**config.mk**
```make
export PLATFORM = sky130hd
export DESIGN_NAME = hub75_rx
export DESIGN_NICKNAME = d
export VERILOG_FILES = /design/src/rtl/hub75_pkg.sv /design/src/rtl/hub75_rx_sync.sv /design/src/rtl/hub75_rx.sv
export SDC_FILE = /design/constraint.sdc
export NUM_CORES = 1
export LEC_CHECK = 0
export BUFFER_PORTS_ARGS = -buffer_cell sky130_fd_sc_hd__buf_2
export CORE_MARGIN = 8
export CORE_UTILIZATION = 38
export CTS_CLUSTER_DIAMETER = 60
export CTS_CLUSTER_SIZE = 8
export DETAILED_ROUTE_END_ITERATION = 7
export SYNTH_ARGS = -nofsm -noshare
export SYNTH_HDL_FRONTEND = slang
export SYNTH_SLANG_ARGS = --single-unit
```
**constraint.sdc**
```tcl
create_clock -name clk_in -period 5.7 [get_ports clk_in]
set_input_delay 1.14 -clock clk_in [delete_from_list [all_inputs] [get_ports clk_in]]
set_output_delay 1.14 -clock clk_in [all_outputs]
set_load 0.02 [all_outputs]
```
**src/rtl/hub75_pkg.sv**
```systemverilog
// hub75_pkg: types and defaults shared by the HUB75 blocks
// (hub75_output, frame_manager, hub75_rx).
package hub75_pkg;

    // One HUB75 pixel as it appears on a colour pin group: {r,g,b}.
    typedef logic [2:0] rgb_t;

    localparam int RGB_W             = 3;
    localparam int SCAN_RATE_DEFAULT = 32;
    localparam int HUB75_ADDR_W      = $clog2(SCAN_RATE_DEFAULT);
    localparam int RX_SYNC_DEFAULT   = 2;

endpackage

```
**src/rtl/hub75_rx_sync.sv**
```systemverilog
// hub75_rx_sync: multi-flop synchronizer for asynchronous HUB75 pins.
// With EDGE=1 the output is a one-cycle rising-edge pulse per bit, taken
// from one further registered copy of the synchronized value; with EDGE=0
// the output is the synchronized level itself. All flops clear on reset,
// so a pin already high at reset release is reported as a rising edge.
module hub75_rx_sync
    import hub75_pkg::*;
#(
    parameter int WIDTH  = 1,
    parameter int STAGES = RX_SYNC_DEFAULT,
    parameter bit EDGE   = 1'b0
) (
    input  logic             clk_in,
    input  logic             rst_in,
    input  logic [WIDTH-1:0] i_d,
    output logic [WIDTH-1:0] o_q
);

    logic [WIDTH-1:0] r_stage [STAGES];

    // Shift the raw pins through the synchronizer chain.
    always_ff @(posedge clk_in) begin
        if (!rst_in) begin
            for (int i = 0; i < STAGES; i++) r_stage[i] <= '0;
        end else begin
            r_stage[0] <= i_d;
            for (int i = 1; i < STAGES; i++) r_stage[i] <= r_stage[i-1];
        end
    end

    generate
        if (EDGE) begin : g_edge
            logic [WIDTH-1:0] r_prev;

            // Keep last cycle's synchronized value for edge detection.
            always_ff @(posedge clk_in) begin
                if (!rst_in) r_prev <= '0;
                else         r_prev <= r_stage[STAGES-1];
            end

            assign o_q = r_stage[STAGES-1] & ~r_prev;
        end else begin : g_level
            assign o_q = r_stage[STAGES-1];
        end
    endgenerate

endmodule

```
**src/rtl/hub75_rx.sv**
```systemverilog
// hub75_rx: HUB75 capture/decoder. Oversamples the panel pins on clk_in,
// rebuilds each shifted row pair and offers it on a valid/ready stream.
// Optional build macro HUB75_RX_OE_MEAS_EN adds row_on_cycles, the number
// of clk_in cycles OE was low between consecutive latches.
module hub75_rx
    import hub75_pkg::*;
#(
    parameter int NUM_COLS    = 64,
    parameter int SCAN_RATE   = 32,
    parameter int SYNC_STAGES = RX_SYNC_DEFAULT,
    localparam int ADDR_W     = $clog2(SCAN_RATE),
    localparam int ROW_W      = NUM_COLS * RGB_W
) (
    input  logic              clk_in,
    input  logic              rst_in,
    input  logic              hub75_clk_in,
    input  logic [2:0]        hub75_rgb0_in,
    input  logic [2:0]        hub75_rgb1_in,
    input  logic              hub75_latch_in,
    input  logic              hub75_oe_in,
    input  logic [ADDR_W-1:0] hub75_addr_in,
    output logic [ROW_W-1:0]  row_rgb0,
    output logic [ROW_W-1:0]  row_rgb1,
    output logic [ADDR_W-1:0] row_addr,
`ifdef HUB75_RX_OE_MEAS_EN
    output logic [15:0]       row_on_cycles,
`endif
    output logic              row_valid,
    input  logic              row_ready,
    output logic              row_err,
    output logic              overrun
);

    localparam int CNT_W   = $clog2(NUM_COLS + 1);
    localparam int BUS_W   = 2 * RGB_W + ADDR_W;
    localparam logic [CNT_W-1:0] FULL_CNT = CNT_W'(NUM_COLS);

    // Shift-side state: a row is being shifted whenever the count is nonzero.
    localparam logic [0:0] ST_IDLE    = 1'b0;
    localparam logic [0:0] ST_SHIFT   = 1'b1;
    // Output holding register state, independent of the shift side.
    localparam logic [0:0] HOLD_EMPTY = 1'b0;
    localparam logic [0:0] HOLD_FULL  = 1'b1;

    logic [1:0]        w_ctlRise;
    logic              w_clkRise;
    logic              w_latchRise;
    logic [BUS_W-1:0]  w_bus;
    rgb_t              w_rgb0;
    rgb_t              w_rgb1;
    logic [ADDR_W-1:0] w_addr;

    logic [CNT_W-1:0]  r_pixCnt;
    logic              r_tooLong;
    logic [0:0]        r_shiftState;
    logic [0:0]        r_holdState;
    logic [ROW_W-1:0]  r_buf0;
    logic [ROW_W-1:0]  r_buf1;
    logic [ROW_W-1:0]  r_holdRgb0;
    logic [ROW_W-1:0]  r_holdRgb1;
    logic [ADDR_W-1:0] r_holdAddr;
    logic              r_rowErr;
    logic              r_overrun;

    logic              w_rowGood;
    logic              w_accept;
    logic              w_load;
    logic              w_wrEn;
    logic [CNT_W-1:0]  w_wrIdx;

    hub75_rx_sync #(.WIDTH(2), .STAGES(SYNC_STAGES), .EDGE(1'b1)) u_ctlSync (
        .clk_in (clk_in),
        .rst_in (rst_in),
        .i_d    ({hub75_latch_in, hub75_clk_in}),
        .o_q    (w_ctlRise)
    );

    hub75_rx_sync #(.WIDTH(BUS_W), .STAGES(SYNC_STAGES), .EDGE(1'b0)) u_busSync (
        .clk_in (clk_in),
        .rst_in (rst_in),
        .i_d    ({hub75_addr_in, hub75_rgb1_in, hub75_rgb0_in}),
        .o_q    (w_bus)
    );

    assign w_clkRise   = w_ctlRise[0];
    assign w_latchRise = w_ctlRise[1];
    assign w_rgb0      = w_bus[RGB_W-1:0];
    assign w_rgb1      = w_bus[2*RGB_W-1:RGB_W];
    assign w_addr      = w_bus[BUS_W-1:2*RGB_W];

    // A latch delivers a row only for exactly NUM_COLS clean shifts; a
    // zero-pixel latch lands in IDLE and is an error too.
    assign w_rowGood = (r_shiftState == ST_SHIFT) && (r_pixCnt == FULL_CNT) && !r_tooLong;
    assign w_accept  = (r_holdState == HOLD_FULL) && row_ready;
    assign w_load    = w_latchRise && w_rowGood && ((r_holdState == HOLD_EMPTY) || w_accept);

    // A clock edge coinciding with a latch starts the next row at pixel 0.
    assign w_wrEn  = w_clkRise && (w_latchRise || (r_pixCnt < FULL_CNT));
    assign w_wrIdx = w_latchRise ? '0 : r_pixCnt;

    // Track the pixel count, the too-long flag and the shift state.
    always_ff @(posedge clk_in) begin
        if (!rst_in) begin
            r_pixCnt     <= '0;
            r_tooLong    <= 1'b0;
            r_shiftState <= ST_IDLE;
        end else if (w_latchRise) begin
            r_tooLong <= 1'b0;
            if (w_clkRise) begin
                r_pixCnt     <= CNT_W'(1);
                r_shiftState <= ST_SHIFT;
            end else begin
                r_pixCnt     <= '0;
                r_shiftState <= ST_IDLE;
            end
        end else if (w_clkRise) begin
            if (r_pixCnt < FULL_CNT) begin
                r_pixCnt     <= r_pixCnt + CNT_W'(1);
                r_shiftState <= ST_SHIFT;
            end else begin
                r_tooLong <= 1'b1;
            end
        end
    end

    // Pixel buffer; only read after every slot of a good row was written, so it needs no reset.
    always_ff @(posedge clk_in) begin
        if (w_wrEn) begin
            r_buf0[RGB_W*w_wrIdx +: RGB_W] <= w_rgb0;
            r_buf1[RGB_W*w_wrIdx +: RGB_W] <= w_rgb1;
        end
    end

    // Holding register, handshake, error pulse and sticky overrun.
    always_ff @(posedge clk_in) begin
        if (!rst_in) begin
            r_holdState <= HOLD_EMPTY;
            r_holdRgb0  <= '0;
            r_holdRgb1  <= '0;
            r_holdAddr  <= '0;
            r_rowErr    <= 1'b0;
            r_overrun   <= 1'b0;
        end else begin
            r_rowErr <= w_latchRise && !w_rowGood;
            if (w_latchRise && w_rowGood && !w_load) r_overrun <= 1'b1;
            if (w_load) begin
                r_holdRgb0  <= r_buf0;
                r_holdRgb1  <= r_buf1;
                r_holdAddr  <= w_addr;
                r_holdState <= HOLD_FULL;
            end else if (w_accept) begin
                r_holdState <= HOLD_EMPTY;
            end
        end
    end

`ifdef HUB75_RX_OE_MEAS_EN
    logic        w_oe;
    logic [15:0] r_oeCnt;
    logic [15:0] r_holdOnCycles;

    hub75_rx_sync #(.WIDTH(1), .STAGES(SYNC_STAGES), .EDGE(1'b0)) u_oeSync (
        .clk_in (clk_in),
        .rst_in (rst_in),
        .i_d    (hub75_oe_in),
        .o_q    (w_oe)
    );

    // Count OE-low cycles since the last latch, saturating, and capture with the row.
    always_ff @(posedge clk_in) begin
        if (!rst_in) begin
            r_oeCnt        <= '0;
            r_holdOnCycles <= '0;
        end else begin
            if (w_latchRise)                    r_oeCnt <= '0;
            else if (!w_oe && r_oeCnt != 16'hFFFF) r_oeCnt <= r_oeCnt + 16'd1;
            if (w_load) r_holdOnCycles <= r_oeCnt;
        end
    end

    assign row_on_cycles = r_holdOnCycles;
`endif

    assign row_rgb0  = r_holdRgb0;
    assign row_rgb1  = r_holdRgb1;
    assign row_addr  = r_holdAddr;
    assign row_valid = (r_holdState == HOLD_FULL);
    assign row_err   = r_rowErr;
    assign overrun   = r_overrun;

endmodule

```
Yosys cells after proc, flatten, opt, wreduce, memory -nomap -nowiden
Memory sizes are Yosys's and may differ from the RTL's.
Index checks and enable logic that the tools add are counted.
{"block": "op_classes", "add_sub_neg": 2, "mul": 1, "order_cmp": 1, "n_eq_ne": 1, "shifts": 3, "n_mux": 19, "bitwise": 9, "n_reduce_logical": 19}
{"op": "bitwise mux 192 bit", "count": 2}
{"op": "indexed part select 3 x 34 -> 192 bit", "count": 2}
{"op": "variable shift 3 x 34 -> 192 bit (first input constant)", "count": 1}
{"op": "negator 9 -> 34 bit", "count": 1}
{"op": "two-way mux 7 bit", "count": 4}
{"op": "two-way mux 11 bit", "count": 2}
{"op": "multiplier 2 x 7 -> 9 bit (first input constant)", "count": 1}
{"op": "two-way mux 1 bit", "count": 9}
{"op": "logical AND 1 bit", "count": 8}
{"op": "adder 7 x 1 -> 7 bit (second input constant)", "count": 1}
{"op": "== test 7 bit (second input constant)", "count": 1}
{"op": "less-than comparator 7 bit (second input constant)", "count": 1}
{"op": "nonzero test 2 bit", "count": 3}
{"op": "two-way mux 2 bit", "count": 2}
{"op": "OR 1 bit", "count": 4}
{"op": "AND reduction 2 bit", "count": 2}
{"op": "zero test 1 bit", "count": 3}
{"op": "inverter 1 bit", "count": 3}
{"op": "AND 2 bit", "count": 1}
{"op": "logical OR 1 bit", "count": 2}
{"op": "inverter 2 bit", "count": 1}
{"op": "OR reduction 2 bit", "count": 1}
{"block": "word_totals", "reg_bits": 787, "ram_bits": 26, "input_bits": 17, "output_inout_bits": 392, "mem_count": 2}
{"memory": "u_busSync.r_stage", "words": 2, "word_bits": 11, "read_ports": 2, "rd_clocked_by_memory_dff": 0, "wr": 2, "line_no": "hub75_rx_sync.sv:19", "source": "logic [WIDTH-1:0] r_stage [STAGES];"}
{"memory": "u_ctlSync.r_stage", "words": 2, "word_bits": 2, "read_ports": 2, "rd_clocked_by_memory_dff": 0, "wr": 2, "line_no": "hub75_rx_sync.sv:19"}

Longest topological paths before layout
Gate-level depths: netlist (run 1).
{"block": "depth", "depth_word": 7, "mapped_depth": 12, "mapped_depth_nobuf": 7}

Modules after synthesis
A second synthesis (run 1) with hierarchy kept.
{"block": "hier_totals", "hier_cells": 2947, "hier_area_um2": 30534.3}
{"mod": "hub75_rx", "n_inst": 1, "cells_each": 2876, "area_each_um2": 29660.9}
{"mod": "hub75_rx_sync at u_busSync", "n_inst": 1, "cells_each": 57, "area_each_um2": 703.2}
{"mod": "hub75_rx_sync at u_ctlSync", "n_inst": 1, "cells_each": 14, "area_each_um2": 170.2}

Worst setup path after synthesis (run 1)
Ideal clock, no wire load.
{"block": "synth_timing", "kind": "register to register", "start": "register u_ctlSync.g_edge.r_prev[1], read port of u_ctlSync.r_stage", "end": "register r_buf0[66] (enable)", "setup_time_ns": 0.377, "t_arrival_ns": 3.376, "t_required_ns": 5.323, "setup_slack_ns": 1.947, "stages_incl_launch_ff": 13, "path_cell_list": "dfxtp_1 > nand2b_1 > clkbuf_1 > buf_1 > nand2_1 > ha_1 > buf_2 > and3b_1 > a221oi_1 > clkbuf_1 > o211ai_1 > clkbuf_1 > nor3_1"}
{"block": "synth_between", "elab_chain_len": 4}
{"item": "start: declaration", "line_no": "hub75_rx_sync.sv:33", "source": "logic [WIDTH-1:0] r_prev;"}
{"item": "inverter 2 bit", "line_no": "hub75_rx_sync.sv:41", "source": "assign o_q = r_stage[STAGES-1] & ~r_prev;"}
{"item": "AND 2 bit", "line_no": "hub75_rx_sync.sv:41"}
{"item": "logical OR 1 bit", "line_no": "hub75_rx.sv:98", "source": "assign w_wrEn = w_clkRise && (w_latchRise || (r_pixCnt < FULL_CNT));"}
{"item": "logical AND 1 bit", "line_no": "hub75_rx.sv:98"}
{"item": "end signal: indexed assignment", "line_no": "hub75_rx.sv:129", "source": "r_buf0[RGB_W*w_wrIdx +: RGB_W] <= w_rgb0;"}
{"item": "end: declaration", "line_no": "hub75_rx.sv:57", "source": "logic [ROW_W-1:0] r_buf0;"}
No other way between the ends.
A chain may end at the register's enable or synchronous reset.

Worst setup path after layout (run 1)
{"block": "layout_timing", "start": "register r_pixCnt[0]", "end": "register r_buf0[30] (enable)"}
{"block": "layout_between", "elab_chain_len": 3}
{"item": "start: declaration", "line_no": "hub75_rx.sv:53", "source": "logic [CNT_W-1:0] r_pixCnt;"}
{"item": "start signal: assignment", "line_no": "hub75_rx.sv:118", "source": "r_pixCnt <= r_pixCnt + CNT_W'(1);"}
{"item": "less-than comparator 7 bit", "line_no": "hub75_rx.sv:98"}
{"item": "logical OR 1 bit", "line_no": "hub75_rx.sv:98"}
{"item": "logical AND 1 bit", "line_no": "hub75_rx.sv:98"}
No other way between the ends.

==> impl_metrics.env, run 1 <==
export IMPL_h_tree_depth=3
export IMPL_gr_usage_all_layers=0.217
export IMPL_maxCapViolCount=0
export IMPL_finalCritPeriodShare=0.762
export IMPL_ys_async_sr_fraction=0
export IMPL_viasPerCell=5.37
export IMPL_cts_path_max_buffers=3
export IMPL_worst_slew_pin_slew_ns=1.31
export IMPL_ir_worst_vdd_v=0.000249
export IMPL_synth_warnings=0
export IMPL_dieHeight_um=301
export IMPL_cts_resized=0
export IMPL_slew_viol_final=0
export IMPL_die_area_mm2=0.0904
export IMPL_grt_max_degree=146
export IMPL_antenna_diode_count=0
export IMPL_portBuffers=407
export IMPL_hpwl_um=69400
export IMPL_power_density_mw_per_mm2=344
export IMPL_final_util=0.458
export IMPL_final_nets=3302
export IMPL_cts_post_setup_buffers_inserted=0
export IMPL_crit_type="flip-flop to flip-flop"
export IMPL_clock_skew_ns=0.0290
export IMPL_synth_cells=2993
export IMPL_synth_ff_type="dfxtp_1"
export IMPL_area_growth_pct=19.7
export IMPL_power_w=0.0127
export IMPL_final_hold_violation_count=0
export IMPL_antenna_found_initial=1
export IMPL_rows=104
export IMPL_initial_core_util=0.383
export IMPL_drc=0
export IMPL_power_leakage_nw=13.3
export IMPL_drt_first_iter_violations=2152
export IMPL_finalCriticalPeriod_ns=4.34
export IMPL_clock_sinks=813
export IMPL_routabilityCongestion=0.923
export IMPL_endpoint_kind="flip-flop"
export IMPL_ys_seq_elements=813
export IMPL_synth_edf_count=384
export IMPL_routed_wl_um=103000
export IMPL_ys_seq_area_frac=0.654
export IMPL_clock_fmax_mhz=230
export IMPL_cts_tree="done"
export IMPL_synth_area_per_cell_um2=10.3
export IMPL_yosysUniqueCellTypes=59
export IMPL_clk_pin_slew_worst_paths_ns=0.05
export IMPL_postRouteAntennaNets=0
export IMPL_slew_headroom=0.124
export IMPL_status="finished, final reports clean"
export IMPL_hold_path_class="flip-flop to flip-flop"
export IMPL_pre_cts_slack_ns=1.47
export IMPL_crit_path_max_fanout=20
export IMPL_timing_final_ws_setup_ns=1.36
export IMPL_drive_gt1_frac=0.188
export IMPL_arrival_ns=4.61
export IMPL_vias=23816
export IMPL_cts_hold_buf=0
export IMPL_nFillCells=7619
export IMPL_insertion_delay_ns=0.68
export IMPL_grt_setup_unrepaired="false"
export IMPL_synth_net_count=3013
export IMPL_wl_per_cell_um=23.2
export IMPL_dieWidth_um=301
export IMPL_setup_viol=0
export IMPL_syn_area_mm2=0.0308
export IMPL_required_ns=5.97
export IMPL_grt_pass1_vias=22211
export IMPL_ioPinCount=409
export IMPL_cts_root_buf="clkbuf_16"
export IMPL_core_mm2=0.0804
export IMPL_grt_overflow=0
export IMPL_grt_pass1_wl_um=148000
export IMPL_cp_start_kind="flip-flop"
export IMPL_drtPass1Iterations=6
export IMPL_tns_ns=0
export IMPL_cts_buffers=114
cell type report:
type | instances | area [um^2] | share of cell area
Sequential cell | 813 | 20100 | 0.546
Tap cell | 1060 | 1330 | 0.0360
Inverter | 12 | 45.0 | 0.00122
Multi-Input combinational cell | 1867 | 9310 | 0.253
Timing Repair Buffer | 474 | 2680 | 0.0726
Clock buffer | 201 | 3200 | 0.0869
Clock inverter | 11 | 155 | 0.00421
state kept, by name, summed over array words and instances (netlist names):
register,cells
r_tooLong,1
row_valid,1
r_buf1,192
u_ctlSync.r_stage,4
row_addr,5
r_buf0,192
u_busSync.r_stage,22
r_shiftState,1
row_rgb1,192
row_rgb0,192
u_ctlSync.g_edge.r_prev,2
overrun,1
r_pixCnt,7
row_err,1
layout by cell type (no fill, tap or decap), types with 42 or more instances in the layout:
cell       count
dfxtp_1      429
nand2_1      413
nand3_1      410
buf_2        406
edfxtp_1     384
o21ai_1      305
nor3_1       263
clkbuf_16    115
o21ai_0      105
nor4_1       104
nor2_1        98
clkbuf_1      86
buf_4         57
and2_1        42
cell usage after synthesis, drive strengths merged, types with 5 or more instances:
master   count  area [um^2]
o211ai      10         80.1
nand2b       5         31.3
nor3       265         1340
inv         11         41.3
clkbuf     204          766
o2111ai      9         78.8
buf         97          646
o21ai      418         2090
xnor2        5         43.8
a21oi       10         50.1
edfxtp     384        11500
dfxtp      429         8590
nor4       105          663
nand4       14         87.6
and2        42          263
nor2       101          379
nand2      413         1550
nand3      410         2050
nor3b        5         42.5
kinds of logic after synthesis:
group,share of synthesized area
adder cells (fa/ha/maj),0.00122
buffers and inverters,0.0473
flip-flops,0.654
AO/OA/AOI/OAI,0.0807
XOR/XNOR,0.00228
multiplexers,0.000325
AND/OR/NAND/NOR,0.215
worst paths after layout:
kind | end | slack, ns | from | cells after the start
hold reg to reg | u_busSync.r_stage[0][21] | 0.43 | u_busSync.r_stage[0][10] | 1
setup reg to reg | r_buf0[30] | 1.36 | r_pixCnt[0] | 6
setup / recovery | r_buf0[30] | 1.36 | r_pixCnt[0] | 6
hold / removal | u_busSync.r_stage[0][21] | 0.43 | u_busSync.r_stage[0][10] | 1
per-layer routing:
metal	global-route usage	share of wire	vias up
li1	-	-	11326
met2	0.342	0.45	929
met3	0.0594	0.090	237
met4	0.100	0.049	2
met5	0	0.00013	-
met1	0.278	0.41	11322
worst max-delay path: stages, from the launching register on:
cell	delay, ns
dfxtp_1	0.71
nand2_1	0.11
ha_1	0.44
xnor2_1	0.86
nand2_1	0.68
buf_4	0.38
nor3_1	0.74
power breakdown:
| part | internal, W | total (W) | switching, W |
|---|---|---|---|
| clock | 0.00377 | 0.00630 | 0.00252 |
| sequential | 0.00608 | 0.00609 | 0.0000101 |
| combinational | 0.0000486 | 0.000291 | 0.000242 |
stage by stage:
step / instances / instance area [um^2] / hold slack [ns]
final: 4438 / 36800 / 0.428
after global routing: 4438 / 36800 / 0.438
after CTS: 4438 / 36800 / 0.431
after detailed placement: 4226 / 33500 / 0.419
after global placement: 4226 / 33500 / 0.414
after floorplan: 2993 / 30800 / 0.412
Power figures use the tool's default switching activity.
==> inputs of run 2 (changes only) <==
clock period = 3.67 ns   (was 5.7 ns; I/O delays follow)
==> run 2 against run 1 <==
  * Worst setup slack lost 1.1 ns
  * Fmax rose by 26%
  * Sequential power up 55%
  * First-iteration DRC count up 0.65%
  * Sequential cell count is the same
  * Die area stayed put
  * Routed wire length is 0.89% higher
  * Clock power is 56% higher
  * Worst hold slack worse by 0.16 ns
  * Critical endpoint is now r_buf0[79]
  * Largest power group unchanged
==> impl_metrics.env, run 2 (synthesized netlist as in run 1, its figures left out) <==
export IMPL_maxCapViolCount=0
export IMPL_grt_max_degree=149
export IMPL_power_leakage_nw=14.0
export IMPL_crit_path_max_fanout=12
export IMPL_area_growth_pct=22.9
export IMPL_hpwl_um=72100
export IMPL_required_ns=3.94
export IMPL_hold_path_class="input pin to flip-flop"
export IMPL_ir_worst_vdd_v=0.000394
export IMPL_cts_buffers=114
export IMPL_cts_tree="done"
export IMPL_wl_per_cell_um=22.8
export IMPL_dieWidth_um=301
export IMPL_layout_common_cells="dfxtp_1, nand2_1, nand3_1"
export IMPL_grt_overflow=0
export IMPL_cts_hold_buf=0
export IMPL_power_density_mw_per_mm2=524
export IMPL_drt_first_iter_violations=2166
export IMPL_setup_viol=0
export IMPL_antenna_diode_count=0
export IMPL_dieHeight_um=301
export IMPL_initial_core_util=0.383
export IMPL_routabilityCongestion=0.941
export IMPL_finalCriticalPeriod_ns=3.44
export IMPL_drive_gt1_frac=0.215
export IMPL_layout_commonest_cell="dfxtp_1"
export IMPL_grt_setup_unrepaired="false"
export IMPL_antenna_found_initial=2
export IMPL_ioPinCount=409
export IMPL_h_tree_depth=3
export IMPL_final_hold_violation_count=0
export IMPL_routed_wl_um=104000
export IMPL_slowest_delay_ns=0.99
export IMPL_finalCritPeriodShare=0.939
export IMPL_crit_type="flip-flop to flip-flop"
export IMPL_status="finished, final reports clean"
export IMPL_gr_usage_all_layers=0.220
export IMPL_slew_viol_final=0
export IMPL_grt_pass1_wl_um=151000
export IMPL_insertion_delay_ns=0.67
export IMPL_clock_sinks=813
export IMPL_cts_root_buf="clkbuf_16"
export IMPL_nFillCells=7684
export IMPL_slew_headroom=0.128
export IMPL_viasPerCell=5.38
export IMPL_drtPass1Iterations=6
export IMPL_vias=24511
export IMPL_die_area_mm2=0.0904
export IMPL_tns_ns=0
export IMPL_portBuffers=407
export IMPL_endpoint_kind="flip-flop"
export IMPL_clock_skew_ns=0.0222
export IMPL_clock_fmax_mhz=290
export IMPL_final_nets=3423
export IMPL_postRouteAntennaNets=0
export IMPL_rows=104
export IMPL_cts_path_max_buffers=3
export IMPL_drc=0
export IMPL_cp_start_kind="flip-flop"
export IMPL_holdWs_ns=0.267
export IMPL_slowest_stage="nor3_1"
export IMPL_worst_slew_pin_slew_ns=1.30
export IMPL_core_mm2=0.0804
export IMPL_clk_pin_slew_worst_paths_ns=0.05
export IMPL_grt_pass1_vias=22951
export IMPL_arrival_ns=3.71
export IMPL_path_cells="nand2b_1, nand2_1, ha_1, buf_4, xnor2_1, nand2_1, buf_4, nor3_1"
==> run 2: cell types whose count changed in the layout (fill, tap and decap cells not counted), moves of 2 or more <==
cell / delta
buf_4: +112
buf_12: +9
o21ai_1: +6
o21ai_2: -6
clkinvlp_4: -3
clkbuf_8: +2
clkinv_8: -2
inv_16: +2
inv_4: +2
inv_6: +2
nor3_1: -2
nor3_2: +2
==> run 2: repair_timing <==
action,in CTS,in global routing
buffers inserted,0,0
endpoints found under the hold margin,0,0
endpoints found under the setup margin,0,6
resized for setup,0,0
==> run 2: critical path: cells and delay by family, from the launching register on <==
kind	cells	cell delay (ns)
xor+xnor	1	0.42
fa+ha+maj	1	0.33
simple gates	4	1.48
buf+inv	2	0.44
flops	1	0.37
==> run 2: final cells by class <==
class,count,area (um^2),area share
Sequential cell,813,20100,0.532
Multi-Input combinational cell,1867,9280,0.245
Timing Repair Buffer,595,3700,0.0977
Clock buffer,202,3220,0.0852
Tap cell,1060,1330,0.0351
Clock inverter,11,136,0.00361
Inverter,12,45.0,0.00119
==> run 2: through the flow <==
step / util / cells / cell area, um^2 / total power, W / worst slack [ns]
floorplan: - / 2993 / 30800 / 0.00991 / 0.0703
global placement: 0.429 / 4347 / 34500 / 0.0101 / 0.312
detailed placement: 0.429 / 4347 / 34500 / 0.0101 / 0.272
CTS: 0.470 / 4560 / 37800 / 0.0199 / 0.274
global route: 0.470 / 4560 / 37800 / 0.0203 / 0.0128
finish: 0.470 / 4560 / 37800 / 0.0198 / 0.225
==> run 2: power by group <==
group | internal (W) | switching, W | leakage, nW
Combinational | 0.000110 | 0.000391 | 4.52
Sequential | 0.00944 | 0.0000147 | 7.83
Clock | 0.00591 | 0.00394 | 1.60
==> run 2: worst paths after layout <==
kind                                    from                        to  slack [ns]  cells after the start
setup reg to reg  u_ctlSync.g_edge.r_prev[1]                r_buf0[79]        0.23                      8
setup / recovery  u_ctlSync.g_edge.r_prev[1]                r_buf0[79]        0.23                      8
hold reg to reg      u_busSync.r_stage[0][8]  u_busSync.r_stage[0][19]        0.43                      1
hold / removal              hub75_rgb0_in[0]   u_busSync.r_stage[0][0]        0.27                      2
==> run 2: metal layers <==
layer / global-route usage / share of wire / up-vias
li1: - / - / 11589
met1: 0.286 / 0.41 / 11713
met2: 0.353 / 0.46 / 1005
met3: 0.0514 / 0.084 / 202
met4: 0.0920 / 0.041 / 2
met5: 0 / 0.00012 / -
